### src/rtl/collatz_pkg.sv
// Shared types and helpers for the multi-lane Collatz range engine.
package collatz_pkg;

    typedef enum logic [1:0] {ST_IDLE, ST_RUN, ST_DONE} top_state_t;
    typedef enum logic [1:0] {LN_FREE, LN_ITER, LN_PEND} lane_state_t;

    // Saturation value of a length counter of the given width (widths up to 31).
    function automatic logic [31:0] len_sat(input int unsigned bits);
        return (32'd1 << bits) - 32'd1;
    endfunction

    // One Collatz step on a zero-extended operand; two guard bits let the
    // caller detect that 3n+1 no longer fits its own datapath width.
    function automatic logic [65:0] next_term(input logic [63:0] n);
        logic [65:0] w;
        w = {2'b00, n};
        return n[0] ? (w + (w << 1) + 66'd1) : (w >> 1);
    endfunction

endpackage

### src/rtl/collatz_lane.sv
// Single Collatz iterator: load a start value, count terms down to 1, then
// hold the result until the write arbiter acknowledges it.
module collatz_lane
    import collatz_pkg::*;
#(
    parameter int N_BITS     = 32,
    parameter int COUNT_BITS = 16,
    parameter int IDX_BITS   = 8
) (
    input  logic                  i_clk,
    input  logic                  i_reset,
    input  logic                  i_load,
    input  logic [N_BITS-1:0]     i_n,
    input  logic [IDX_BITS-1:0]   i_idx,
    input  logic                  i_ack,
    output logic                  o_free,
    output logic                  o_pend,
    output logic [COUNT_BITS-1:0] o_result,
    output logic [IDX_BITS-1:0]   o_index,
    output logic                  o_ovf,
    output logic                  o_zero
);

    localparam logic [COUNT_BITS-1:0] LEN_SAT = COUNT_BITS'(len_sat(COUNT_BITS));
    localparam logic [65:0]           N_MAX   = (66'd1 << N_BITS) - 66'd1;

    lane_state_t           r_state;
    logic [N_BITS-1:0]     r_n;
    logic [COUNT_BITS-1:0] r_len;
    logic [IDX_BITS-1:0]   r_idx;
    logic                  r_ovf;
    logic                  r_zero;

    logic [65:0] w_next;
    logic        w_ovf;

    assign w_next = next_term(64'(r_n));
    assign w_ovf  = w_next > N_MAX;

    assign o_free   = (r_state == LN_FREE);
    assign o_pend   = (r_state == LN_PEND);
    assign o_result = r_len;
    assign o_index  = r_idx;
    assign o_ovf    = r_ovf;
    assign o_zero   = r_zero;

    // Lane FSM: FREE -> ITER (one term per cycle) -> PEND -> FREE on ack.
    always_ff @(posedge i_clk or posedge i_reset) begin
        if (i_reset) begin
            r_state <= LN_FREE;
            r_n     <= '0;
            r_len   <= '0;
            r_idx   <= '0;
            r_ovf   <= 1'b0;
            r_zero  <= 1'b0;
        end else begin
            case (r_state)
                LN_FREE: begin
                    if (i_load) begin
                        r_n   <= i_n;
                        r_idx <= i_idx;
                        r_ovf <= 1'b0;
                        if (i_n == '0) begin
                            // Zero never reaches 1: report it right away.
                            r_len   <= '0;
                            r_zero  <= 1'b1;
                            r_state <= LN_PEND;
                        end else begin
                            r_len   <= COUNT_BITS'(1);
                            r_zero  <= 1'b0;
                            r_state <= LN_ITER;
                        end
                    end
                end
                LN_ITER: begin
                    if (r_n == N_BITS'(1)) begin
                        r_state <= LN_PEND;
                    end else if (r_len == LEN_SAT) begin
                        // Length no longer representable: report saturated value.
                        r_state <= LN_PEND;
                    end else if (w_ovf) begin
                        r_len   <= '0;
                        r_ovf   <= 1'b1;
                        r_state <= LN_PEND;
                    end else begin
                        r_n   <= N_BITS'(w_next);
                        r_len <= r_len + 1'b1;
                    end
                end
                LN_PEND: begin
                    if (i_ack) r_state <= LN_FREE;
                end
                default: r_state <= LN_FREE;
            endcase
        end
    end

endmodule

### src/rtl/collatz_range_multi.sv
// Collatz range engine: N_LANES iterators fill a RAM with sequence lengths
// for RAM_WORDS consecutive start values, tracking the maximum and errors.
module collatz_range_multi
    import collatz_pkg::*;
#(
    parameter int RAM_WORDS     = 256,
    parameter int RAM_ADDR_BITS = 8,
    parameter int N_LANES       = 4,
    parameter int N_BITS        = 32,
    parameter int COUNT_BITS    = 16
) (
    input  logic                     i_clk,
    input  logic                     i_reset,
    input  logic                     i_go,
    input  logic [N_BITS-1:0]        i_start,
    input  logic [RAM_ADDR_BITS-1:0] i_rd_addr,
    output logic [COUNT_BITS-1:0]    o_count,
    output logic                     o_busy,
    output logic                     o_done,
    output logic [COUNT_BITS-1:0]    o_max_count,
    output logic [RAM_ADDR_BITS-1:0] o_max_index,
    output logic                     o_ovf,
    output logic                     o_zero_err
);

    localparam int            CW    = RAM_ADDR_BITS + 1;
    localparam logic [CW-1:0] WORDS = CW'(RAM_WORDS);

    top_state_t               r_state;
    logic [N_BITS-1:0]        r_base;
    logic [CW-1:0]            r_next_idx;
    logic [CW-1:0]            r_written;
    logic [COUNT_BITS-1:0]    r_count;
    logic                     r_busy;
    logic                     r_done;
    logic [COUNT_BITS-1:0]    r_max_count;
    logic [RAM_ADDR_BITS-1:0] r_max_index;
    logic                     r_ovf;
    logic                     r_zero_err;
    logic [COUNT_BITS-1:0]    r_mem [2**RAM_ADDR_BITS];

    logic [N_LANES-1:0]                    w_free, w_pend, w_lovf, w_lzero;
    logic [N_LANES-1:0]                    w_load, w_ack;
    logic [N_LANES-1:0][COUNT_BITS-1:0]    w_res;
    logic [N_LANES-1:0][RAM_ADDR_BITS-1:0] w_idx;

    logic                     w_run;
    logic [N_BITS-1:0]        w_load_n;
    logic                     w_wr_en;
    logic [RAM_ADDR_BITS-1:0] w_wr_addr;
    logic [COUNT_BITS-1:0]    w_wr_data;
    logic                     w_wr_ovf;
    logic                     w_wr_zero;
    logic                     w_max_upd;
    logic                     w_last_write;

    assign w_run    = (r_state == ST_RUN);
    assign w_load_n = r_base + N_BITS'(r_next_idx);

    for (genvar g = 0; g < N_LANES; g++) begin : g_lane
        collatz_lane #(
            .N_BITS    (N_BITS),
            .COUNT_BITS(COUNT_BITS),
            .IDX_BITS  (RAM_ADDR_BITS)
        ) u_lane (
            .i_clk   (i_clk),
            .i_reset (i_reset),
            .i_load  (w_load[g]),
            .i_n     (w_load_n),
            .i_idx   (r_next_idx[RAM_ADDR_BITS-1:0]),
            .i_ack   (w_ack[g]),
            .o_free  (w_free[g]),
            .o_pend  (w_pend[g]),
            .o_result(w_res[g]),
            .o_index (w_idx[g]),
            .o_ovf   (w_lovf[g]),
            .o_zero  (w_lzero[g])
        );
    end

    // Dispatcher: load the lowest-numbered free lane while work remains.
    always_comb begin
        w_load = '0;
        if (w_run && (r_next_idx < WORDS)) begin
            for (int i = N_LANES - 1; i >= 0; i--) begin
                if (w_free[i]) begin
                    w_load    = '0;
                    w_load[i] = 1'b1;
                end
            end
        end
    end

    // Write arbiter: the lowest-numbered pending lane owns the RAM port.
    always_comb begin
        w_ack     = '0;
        w_wr_en   = 1'b0;
        w_wr_addr = '0;
        w_wr_data = '0;
        w_wr_ovf  = 1'b0;
        w_wr_zero = 1'b0;
        if (w_run) begin
            for (int i = N_LANES - 1; i >= 0; i--) begin
                if (w_pend[i]) begin
                    w_ack     = '0;
                    w_ack[i]  = 1'b1;
                    w_wr_en   = 1'b1;
                    w_wr_addr = w_idx[i];
                    w_wr_data = w_res[i];
                    w_wr_ovf  = w_lovf[i];
                    w_wr_zero = w_lzero[i];
                end
            end
        end
    end

    // Ties resolve to the lower index so the result is order-independent.
    assign w_max_upd = w_wr_en && ((w_wr_data > r_max_count) ||
                       ((w_wr_data == r_max_count) && (w_wr_addr < r_max_index)));
    assign w_last_write = w_wr_en && (r_written == WORDS - CW'(1));

    // Top FSM with sweep bookkeeping, max tracking and sticky flags.
    always_ff @(posedge i_clk or posedge i_reset) begin
        if (i_reset) begin
            r_state     <= ST_IDLE;
            r_base      <= '0;
            r_next_idx  <= '0;
            r_written   <= '0;
            r_busy      <= 1'b0;
            r_done      <= 1'b0;
            r_max_count <= '0;
            r_max_index <= '0;
            r_ovf       <= 1'b0;
            r_zero_err  <= 1'b0;
        end else begin
            case (r_state)
                ST_IDLE, ST_DONE: begin
                    if (i_go) begin
                        r_state     <= ST_RUN;
                        r_base      <= i_start;
                        r_next_idx  <= '0;
                        r_written   <= '0;
                        r_busy      <= 1'b1;
                        r_done      <= 1'b0;
                        r_max_count <= '0;
                        r_max_index <= '0;
                        r_ovf       <= 1'b0;
                        r_zero_err  <= 1'b0;
                    end
                end
                ST_RUN: begin
                    if (|w_load) r_next_idx <= r_next_idx + CW'(1);
                    if (w_wr_en) begin
                        r_written <= r_written + CW'(1);
                        if (w_wr_ovf)  r_ovf      <= 1'b1;
                        if (w_wr_zero) r_zero_err <= 1'b1;
                    end
                    if (w_max_upd) begin
                        r_max_count <= w_wr_data;
                        r_max_index <= w_wr_addr;
                    end
                    if (w_last_write) begin
                        r_state <= ST_DONE;
                        r_busy  <= 1'b0;
                        r_done  <= 1'b1;
                    end
                end
                default: r_state <= ST_IDLE;
            endcase
        end
    end

    // Result RAM write port; contents survive reset.
    always_ff @(posedge i_clk) begin
        if (w_wr_en) r_mem[w_wr_addr] <= w_wr_data;
    end

    // Registered read port (read-first against a same-cycle write).
    always_ff @(posedge i_clk or posedge i_reset) begin
        if (i_reset) r_count <= '0;
        else         r_count <= r_mem[i_rd_addr];
    end

    assign o_count     = r_count;
    assign o_busy      = r_busy;
    assign o_done      = r_done;
    assign o_max_count = r_max_count;
    assign o_max_index = r_max_index;
    assign o_ovf       = r_ovf;
    assign o_zero_err  = r_zero_err;

endmodule

### config.mk
export PLATFORM = sky130hd
export DESIGN_NAME = collatz_range_multi
export DESIGN_NICKNAME = d
export VERILOG_FILES = /design/src/rtl/collatz_pkg.sv /design/src/rtl/collatz_lane.sv /design/src/rtl/collatz_range_multi.sv
export SDC_FILE = /design/constraint.sdc
export NUM_CORES = 2
export LEC_CHECK = 0
export CAP_MARGIN = 20
export CORE_ASPECT_RATIO = 1.4
export CORE_MARGIN = 2
export CORE_UTILIZATION = 47
export CTS_CLUSTER_SIZE = 16
export DETAILED_ROUTE_END_ITERATION = 10
export PLACE_DENSITY = 0.67
export SYNTH_ARGS = -nofsm -noshare
export SYNTH_HDL_FRONTEND = slang
export SYNTH_SLANG_ARGS = --single-unit
### constraint.sdc
create_clock -name i_clk -period 16.4 [get_ports i_clk]
set_input_delay 3.28 -clock i_clk [delete_from_list [all_inputs] [get_ports i_clk]]
set_output_delay 3.28 -clock i_clk [all_outputs]
set_load 0.01 [all_outputs]
==> flow_metrics.py <==
metrics = {
    "synthesis": {
        "synth-edff-count": 4096,
        "yosysWarnings": 0,
        "synthDistinctLibCells": 100,
        "syn_area_per_cell_um2": 18.7,
        "synthCells": 9977,
        "synth_seq_area_share_pct": 70.4,
        "synth_top_family_by_area": "multiplexers",
        "synth_xor_area_share_pct": 1.12,
        "synth_compound_area_share_pct": 3.54,
        "synth_nets": 10300,
        "async_flop_share_pct": 7.58,
        "synth_area_um2": 187000,
        "synthAdderAreaFrac_pct": 1.66,
        "synth_flop_cell": "edfxtp_1",
        "synthMuxAreaShare_pct": 17.3,
        "synth.ff_latch_count": 4432,
        "synth-simple-area-share_pct": 4.41,
    },
    "detailed_routing": {
        "vias": 99200,
        "ant_nets": 0,
        "avgRoutedWirePerCell_um": 31.0,
        "viasPerCell": 6.23,
        "wirelength_um": 493000,
        "drt_pre_antenna_iters": 9,
        "drc": 0,
        "drt-initial-drc-count": 11500,
    },
    "place": {
        "gp_congestion": 0.906,
        "dp_hpwl_um": 300000,
        "numPortBuffers": 86,
    },
    "critical_path": {
        "crit_start": "i_rd_addr[1]",
        "arrival_ns": 8.56,
        "startpoint_type": "input pin",
        "cp-end-kind": "flop",
        "rrSetupSlack_ns": 10.04,
        "crit_type": "input pin to flop",
        "critPathRequiredTime_ns": 17.26,
        "cp_max_fo": 99,
        "worst_r2r_startpoint": "g_lane[1].u_lane.r_n[1]",
        "worst-r2r-cell-count": 15,
        "rr_endpoint": "g_lane[1].u_lane.o_result[5]",
    },
    "grt": {
        "antenna_found_initial": 22,
        "overflow": 0,
        "grt_pass1_wl_um": 709000,
        "grt_pass1_vias": 100000,
        "grt_max_degree": 181,
        "grt_usage_pct": 24.3,
    },
    "pwr": {
        "power-per-cell-area_nw_per_um2": 162,
        "p_leak_nw": 69.3,
        "finalPower_mw": 33.8,
        "vdd_drop_max_mv": 0.142,
    },
    "timing": {
        "clock.fmax_mhz": 130,
        "rsz0062_at_grt": "false",
        "hold_viol_final": 0,
        "fin_crit_ns": 7.70,
        "fin_crit_sh_pct": 47.0,
        "worst_pin_slew_ns": 1.23,
        "report.final.slew_viol_count": 0,
        "final.setup_skew_ns": 0.0891,
        "setup_violations": 0,
        "fin_tns_setup_ns": 0,
        "relSlewSlack_pct": 17.8,
    },
    "floorplanning": {
        "fp-row-count": 273,
        "die_h_um": 749,
        "ios": 87,
        "die_w_um": 536,
        "dieArea_um2": 402000,
        "coreArea_um2": 395000,
        "initial_utilization_pct": 47.2,
    },
    "clock_network": {
        "cts-resized-gates": 0,
        "cts_buffer_depth": 4,
        "clkTransAtPathRegs_ns": 0.06,
        "clock-sinks": 4432,
        "holdBufCountCts": 0,
        "clk_latency_ns": 1.03,
        "cts_setup_buffers": 0,
        "htree_levels": 5,
        "root_buffer": "clkbuf_16",
        "cts_made_buffers": 405,
        "cts_tree": "done",
    },
    "layout": {
        "syn_to_final_growth_pct": 12.0,
        "drive_gt1_share_pct": 23.7,
        "final_nets": 10600,
    },
    "worst_hold_path": {
        "whs_path_depth": 2,
        "min-delay-start": "g_lane[0].u_lane.o_index[4]",
        "holdPathEnd": "g_lane[0].u_lane.o_index[4]",
        "hold_class": "flop to flop",
    },
    "flow_run": {
        "drv_cap": 0,
    },
    "outcome": {
        "status": "complete, no violations",
    },
}
[routing by layer]
| metal | track usage (%) | up-vias | routed length (µm) |
|---|---|---|---|
| li1 | - | 41300 | - |
| met1 | 30.1 | 52600 | 178000 |
| met2 | 42.6 | 4351 | 256000 |
| met3 | 3.88 | 896 | 36200 |
| met4 | 9.87 | 14 | 22000 |
| met5 | 0 | - | 117 |
[power breakdown]
| group | internal, mW | leakage, nW | switching [mW] |
|---|---|---|---|
| registers | 14.1 | 42.0 | 0.433 |
| clock network | 5.28 | 6.42 | 4.22 |
| logic | 3.21 | 20.9 | 6.55 |
[critical path: stages]
cell,delay (ns)
buf_8,0.61
buf_4,0.85
buf_4,0.68
buf_4,0.82
mux4_2,0.44
mux4_2,0.58
mux4_2,0.55
mux4_2,0.47
[how the worst max path moves through the flow]
stage | to
after floorplan | g_lane[0].u_lane.o_index[0]
after global placement | o_count[11]
after detailed placement | o_count[11]
after CTS | o_count[3]
after global routing | o_count[11]
final | o_count[3]
[registers in the layout, indices dropped and copies added (netlist names)]
signal,cells
r_next_idx,9
g_lane.u_lane.r_state,8
r_state,2
o_count,16
g_lane.u_lane.o_zero,4
r_mem,4096
r_written,9
o_busy,1
o_zero_err,1
o_max_index,8
g_lane.u_lane.o_index,32
o_ovf,1
g_lane.u_lane.r_n,128
o_max_count,16
g_lane.u_lane.o_ovf,4
o_done,1
g_lane.u_lane.o_result,64
r_base,32
[layout make-up]
class	instances	area, µm²
diodes	17	42.5
clock buffers	493	10700
clock inverters	250	2470
fillers	30600	186000
inverters	218	841
multi-input cells	4806	52600
flip-flops and latches	4432	131000
well taps	5225	6540
repair buffers	487	4320
[cells in the mapped netlist (41+ instances only)]
cell type	number	share of area, %
a211oi_1	79	0.32
a21o_1	61	0.25
a21oi_1	323	0.87
a31oi_1	52	0.17
and3_1	69	0.23
buf_1	93	0.19
clkbuf_1	390	0.78
dfrtp_1	336	4.5
edfxtp_1	4096	66
ha_1	239	1.6
inv_1	216	0.43
mux2_2	52	0.31
mux2i_1	87	0.47
mux4_2	1360	16
nand2_1	502	1.0
nand2b_1	41	0.14
nand3_1	118	0.32
nand4_1	97	0.33
nor2_1	655	1.3
nor3_1	88	0.24
o21ai_0	195	0.52
xnor2_1	140	0.66
xor2_1	99	0.46
[logic make-up after synthesis]
| group | count (synthesis) |
|---|---|
| compound gates | 1020 |
| xor+xnor | 239 |
| fa+ha+maj | 244 |
| buf+inv | 739 |
| flops | 4432 |
| mux | 1515 |
| simple gates | 1788 |
[per-stage QoR]
step / util (%) / std cells / cell area (µm²) / setup slack, ns / hold slack, ns
2_1_floorplan: - / 9977 / 187000 / 3.81 / 0.446
3_3_place_gp: 49.5 / 15200 / 195000 / 7.77 / 0.457
3_5_place_dp: 49.5 / 15200 / 195000 / 7.76 / 0.464
4_1_cts: 52.8 / 15900 / 209000 / 8.84 / 0.477
5_1_grt: 52.9 / 15900 / 209000 / 8.54 / 0.504
6_report: 52.9 / 15900 / 209000 / 8.70 / 0.475
[placed cells by master, fill, tap and decap left out, drive strengths merged, types with 236 or more instances in the layout]
master and n:
a21oi 325, nand2 502, mux4 1360, nor2 655, buf 408, inv 236
edfxtp 4096, ha 239, dfrtp 336, clkbuf 493
(Power assumes the default switching activity.)
